$ cat src/rtl/hazard_ctrl_pkg.sv
// Shared pipeline-control definitions: stall bus type, Stop/NoStop levels and
// the two stall encodings driven onto the bus by hazard_ctrl.
package hazard_ctrl_pkg;

    // Stall bus bit order: 0=PC, 1=IF/ID, 2=ID/EX, 3=EX/MEM, 4=MEM/WB, 5=WB.
    localparam int STALL_BUS_W = 6;

    typedef logic [STALL_BUS_W-1:0] stall_bus_t;

    localparam logic STOP    = 1'b1;
    localparam logic NO_STOP = 1'b0;

    localparam stall_bus_t STALL_NONE = '0;

    // Load-use: hold PC and IF/ID, and ID/EX takes a bubble.
    localparam stall_bus_t STALL_LU = {NO_STOP, NO_STOP, NO_STOP, STOP, STOP, STOP};

    // Mult/div: freeze everything up to and including EX/MEM.
    localparam stall_bus_t STALL_EX = {NO_STOP, NO_STOP, STOP, STOP, STOP, STOP};

endpackage

$ cat src/rtl/hazard_ctrl_md_watchdog.sv
// Hang watchdog for the mult/div unit: counts MD_BUSY cycles without a result
// and flags a timeout on the cycle the count reaches TIMEOUT-1.
module md_watchdog #(
    parameter int TIMEOUT = 64
) (
    input  logic clk,
    input  logic rst,
    input  logic busy,
    input  logic md_ready,
    output logic fire
);

    localparam int CW = (TIMEOUT > 1) ? $clog2(TIMEOUT) : 1;

    logic [CW-1:0] cnt;

    assign fire = busy && !md_ready && (cnt == CW'(TIMEOUT - 1));

    // Count waiting cycles; clear whenever the controller is not waiting or leaves MD_BUSY.
    always_ff @(posedge clk) begin
        // NOTE: sequential state is updated with non-blocking assignments so every
        // flop samples pre-edge values regardless of block ordering.
        if (rst) begin
            cnt <= '0;
        end else if (!busy || md_ready || fire) begin
            cnt <= '0;
        end else begin
            cnt <= cnt + CW'(1);
        end
    end

endmodule

$ cat src/rtl/hazard_ctrl.sv
// Pipeline sequencing controller: load-use detection, mult/div hold with a
// start/ready handshake, stall-cycle counter and mult/div hang watchdog.
module hazard_ctrl
    import hazard_ctrl_pkg::*;
#(
    parameter int STALL_W    = 6,
    parameter int MD_TIMEOUT = 64,
    parameter int CNT_W      = 32
) (
    input  logic               clk,
    input  logic               rst,
    input  logic               ex_load,
    input  logic               ex_rf_we,
    input  logic [4:0]         ex_rf_waddr,
    input  logic               id_rs_re,
    input  logic               id_rt_re,
    input  logic [4:0]         id_rs,
    input  logic [4:0]         id_rt,
    input  logic               md_req,
    input  logic               md_ready,
    output logic               md_start,
    output logic [STALL_W-1:0] stall,
    output logic               md_err,
    output logic [CNT_W-1:0]   stall_cnt
);

    typedef enum logic {
        RUN     = 1'b0,
        MD_BUSY = 1'b1
    } state_t;

    state_t     state;
    state_t     state_nxt;
    stall_bus_t stall_c;
    logic       lu_hz;
    logic       md_busy;
    logic       wd_fire;

    // ID reads the register a load in EX is about to produce; r0 never hazards.
    assign lu_hz = ex_load && ex_rf_we && (ex_rf_waddr != 5'd0) &&
                   ((id_rs_re && (id_rs == ex_rf_waddr)) ||
                    (id_rt_re && (id_rt == ex_rf_waddr)));

    assign md_busy = (state == MD_BUSY);

    md_watchdog #(
        .TIMEOUT (MD_TIMEOUT)
    ) u_md_watchdog (
        .clk      (clk),
        .rst      (rst),
        .busy     (md_busy),
        .md_ready (md_ready),
        .fire     (wd_fire)
    );

    // Next state, stall bus and start pulse; outputs are idle while in reset.
    always_comb begin
        // NOTE: every output gets a default first so no path leaves it unassigned,
        // which would otherwise infer a latch.
        state_nxt = state;
        stall_c   = STALL_NONE;
        md_start  = 1'b0;
        if (!rst) begin
            unique case (state)
                RUN: begin
                    if (md_req) begin
                        stall_c   = STALL_EX;
                        md_start  = 1'b1;
                        state_nxt = MD_BUSY;
                    end else if (lu_hz) begin
                        stall_c = STALL_LU;
                    end
                end
                MD_BUSY: begin
                    if (md_ready || wd_fire) begin
                        state_nxt = RUN;
                    end else begin
                        stall_c = STALL_EX;
                    end
                end
                default: state_nxt = RUN;
            endcase
        end
    end

    assign stall = STALL_W'(stall_c);

    // State register.
    always_ff @(posedge clk) begin
        if (rst) begin
            state <= RUN;
        end else begin
            state <= state_nxt;
        end
    end

    // Sticky watchdog error flag, cleared only by reset.
    always_ff @(posedge clk) begin
        if (rst) begin
            md_err <= 1'b0;
        end else if (wd_fire) begin
            md_err <= 1'b1;
        end
    end

    // Saturating count of cycles with any stall bit set.
    always_ff @(posedge clk) begin
        if (rst) begin
            stall_cnt <= '0;
        end else if ((stall_c != STALL_NONE) && (stall_cnt != '1)) begin
            stall_cnt <= stall_cnt + CNT_W'(1);
        end
    end

endmodule
$ cat config.mk
export PLATFORM = sky130hd
export DESIGN_NAME = hazard_ctrl
export DESIGN_NICKNAME = d
export VERILOG_FILES = /design/src/rtl/hazard_ctrl_pkg.sv /design/src/rtl/hazard_ctrl_md_watchdog.sv /design/src/rtl/hazard_ctrl.sv
export SDC_FILE = /design/constraint.sdc
export NUM_CORES = 1
export LEC_CHECK = 0
export BUFFER_PORTS_ARGS = -buffer_cell sky130_fd_sc_hd__buf_2
export CORE_MARGIN = 3
export CORE_UTILIZATION = 40
export DETAILED_ROUTE_END_ITERATION = 7
export PLACE_DENSITY = 0.61
export SYNTH_ARGS = -nofsm -noshare
export SYNTH_HDL_FRONTEND = slang
export SYNTH_SLANG_ARGS = --single-unit
$ cat constraint.sdc
create_clock -name clk -period 3.5 [get_ports clk]
set_input_delay 0.35 -clock clk [delete_from_list [all_inputs] [get_ports clk]]
set_output_delay 0.35 -clock clk [all_outputs]
set_load 0.005 [all_outputs]
==> results <==
- The worst endpoint data arrival time is 2.24 ns.
- The number of max-slew violations in the final report was 0.
- The die extent in x is 81.0 µm.
- The core box area is 5270 µm².
- The post-detailed-route DRC marker count is 0.
- For the worst setup path, the data required time is 3.15 ns.
- The total placed cells including tap cells is 371.
- Across all register-to-register paths, the minimum setup slack is 1.08 ns.
- In this run the static leakage power is 1.03 nW.
- The final-layout fill cell count is 552.
- The clock passes through at most 2 buffers.
- In the final layout, the multi-input gates occupy 1300 µm².
- Power spread over the standard cell area amounts to 316 nW/µm².
- The synthesized area divided by synthesized cell count is 8.73 µm².
- Global routing used 17.0% of the available tracks.
- Once the clock tree was built, the resizer swapped 0 gates to a different size.
- The largest driver fanout on the critical path is 29.
- The initial antenna violation count is 0.
- The initial utilization of the core area, before any placement, comes to 42.7%.
- In this design, the stage delay of the slowest critical-path cell is 0.62 ns.
- Setup repair after global routing left no endpoint under its margin.
- Setup violations remaining at the end of the flow were counted as 0.
- In the final design database the tool counted 333 nets.
- The count of final hold-check violations came to 0.
- The clock skew is 0.00671 ns.
- The share of final-layout standard cells stronger than drive strength 1 is 26.0%.
- In this run the cell area of the synthesized design comes to 2250 µm².
- The number of buffer and inverter instances along the worst setup path is 3.
- In the layout the commonest cells are sky130_fd_sc_hd__buf_2 (60), sky130_fd_sc_hd__dfxtp_1 (40), sky130_fd_sc_hd__a21oi_1 (23).
- The worst hold path passes through 3 cells.
- The maximum clock frequency is 386 MHz.
- The largest net degree at the start of global routing is 58.
- The Yosys warning count is 0.
- The average via count per standard cell is 5.51.
- The clock slew seen by the registers of the worst setup and hold paths is 0.07 ns.
- The cell class contributing the biggest share of worst-path delay is compound AO/OA/AOI/OAI gates.
- The number of global-route vias before repair is 1905.
- The total clock sinks is 40.
- The setup TNS after final layout is 0 ns.
- VDD sags by at most 0.000120 V.
- Measured along the y axis, the die boundary spans 81.0 µm.
- The initialized floorplan defines 26 standard-cell rows.
- The number of detailed-route iterations in the first pass is 4.
- The number of cells on the worst reg-to-reg path is 7.
- The area enclosed by the die boundary is 6570 µm².
- The number of unique standard cell types used by synthesis is 42.
- The logic depth of the worst setup path including buffers is 7.
- The TritonCTS clock tree is done.
- The endpoint type of the worst setup path is a primary output.
- The synthesized instance count is 258.
- The min-delay analysis places its worst path in the category in2reg.
- The number of setup buffers added after CTS is 0.
- The flow ran to the end, and the final reports show no timing, DRC or antenna violations.
- The footprint of the flip-flops and latches is 801 µm².
- The area growth from synthesis to final layout is 17.0%.
- The starting DRC count in detailed routing is 102.
- The fraction of the cycle the final worst path needs is 74.0%.
- The wire length of the first global-routing pass is 8950 µm.
- The worst slew margin relative to its limit is 50.1%.
- Clock latency on the worst-skew pair, taken at its later pin, is 0.29 ns.
- The final weighted congestion of routability-driven global placement is 0.782.
- The repair_antennas step left the layout with diodes totalling 0.
- The detailed-route wire length is 5360 µm.
- The total of flip-flops plus latches after synthesis is 40.
- The count of buffers from port buffering is 60.
- The critical path startpoint category is a primary input.
- The signal on the critical path passes through buf_2, or4_1, o2111ai_1, a21oi_1, a21oi_4, inv_2, buf_2.
- 63 I/O pins were placed.
- The count of nets left with antenna violations once routing finished came out at 0.
- Clock tree synthesis selected as its root buffer the cell sky130_fd_sc_hd__clkbuf_8.
- In this run, post-CTS hold repair placed 0 buffers.
- At the pin with the least slew margin, the transition time is 0.746 ns.
- The number of clock buffers inserted by TritonCTS is 5.
- The clock period minus final worst setup slack is 2.59 ns.
- The proportion of synthesized chip area in sequential cells is 35.6%.
- The HPWL after detailed placement is 3810 µm.
- The critical path in this run is classified as in2out.
- The global route total overflow is 0.
- The max capacitance violation total is 0.
- The slowest stage of the critical path belongs to the cell sky130_fd_sc_hd__a21oi_4.
- The H-tree level count is 2.
- Dividing the detail-routed wire length by the instance count gives 14.2 µm.
- The routed layout has 2081 vias.
- Counting stages on the worst path, the most repeated cell is sky130_fd_sc_hd__buf_2.
- The non-filler instance count after layout is 378.
- Leaving out fill and tap cells, the most frequent cell in the layout is sky130_fd_sc_hd__buf_2.
- The tightest hold path in the finished design has a slack of 0.382 ns.
per-stage QoR:
| stage | power [W] | worst slack [ns] | cell area [µm²] | util, % |
|---|---|---|---|---|
| final | 0.000833 | 0.909 | 2640 | 50.0 |
| after global routing | 0.000875 | 0.706 | 2640 | 50.0 |
| after CTS | 0.000846 | 0.893 | 2640 | 50.0 |
| after detailed placement | 0.000553 | 0.934 | 2560 | 48.5 |
| after global placement | 0.000552 | 0.991 | 2560 | 48.5 |
| after floorplan | 0.000528 | 1.30 | 2260 | - |
routing by layer:
metal / share of wire [%] / track usage [%] / vias up / wire (µm)
li1: - / - / 1078 / -
met1: 49 / 22.3 / 963 / 2600
met2: 48 / 28.4 / 38 / 2550
met3: 3.3 / 3.88 / 2 / 176
met4: 0.50 / 4.05 / 0 / 27
met5: 0 / 0 / - / 0
worst paths after layout:
check / to / start
max: stall[0] / ex_rf_waddr[1]
min: u_md_watchdog.cnt[2]$_SDFF_PP0_ / md_ready
max reg2reg: stall_cnt[31]$_SDFFE_PP0P_ / stall_cnt[6]$_SDFFE_PP0P_
min reg2reg: u_md_watchdog.cnt[0]$_SDFF_PP0_ / u_md_watchdog.cnt[0]$_SDFF_PP0_
cells in the mapped netlist (all sizes together):
cell,count,share of area [%]
dfxtp,40,36
a21oi,24,5.5
or4,22,7.3
o31ai,19,6.3
nand3,17,4.0
buf,15,5.1
nand2,13,2.2
nor2,12,2.0
xnor2,12,4.7
and3,11,3.3
clkbuf,8,1.3
nand4,7,1.9
and4,6,2.3
inv,6,1.0
mux2,5,2.5
nor2b,5,1.4
o311ai,5,1.9
o41ai,5,1.9
nor3,4,0.89
and2,3,0.83
ha,2,1.1
nand2b,2,0.89
o21ai,2,0.44
o21bai,2,1.2
xor2,2,0.78
conb,1,0.17
nand3b,1,0.33
nor3b,1,0.33
nor4b,1,0.67
o2111ai,1,0.39
o22ai,1,0.56
o32ai,1,0.39
or3,1,0.28
or3b,1,0.50
cells by family after synthesis:
logic type | share of synthesized area (%)
other | 0.167
muxes | 2.50
and+or+nand+nor | 29.2
AOI/OAI and AO/OA | 18.7
DFF | 35.6
xor gates and xnor gates | 5.44
adders and majority gates | 1.11
buffers and inverters | 7.39
area by class of cell:
cell class                      count  share of cell area [%]
Multi-Input combinational cell    190                    49.2
Sequential cell                    40                    30.4
Timing Repair Buffer               65                    13.3
Tap cell                           70                    3.32
Clock buffer                        6                    2.75
Inverter                            6                   0.855
Clock inverter                      1                   0.190
tightest hold or removal path, cell delays in order:
cell and delay [ns]:
sky130_fd_sc_hd__buf_2 0.09, sky130_fd_sc_hd__or3b_4 0.14, sky130_fd_sc_hd__nor2_1 0.05
where the power goes:
part / internal, W / leakage, nW / switching [W]
combinational: 0.0000344 / 0.668 / 0.0000461
clock: 0.000136 / 0.0410 / 0.000155
sequential: 0.000458 / 0.323 / 0.00000326
sequential cells by signal, indices dropped and copies added, names as in the netlist:
signal and flops:
md_busy 1, md_err 1, stall_cnt 32, u_md_watchdog.cnt 6
No activity file was read; power rests on OpenSTA's default activity.
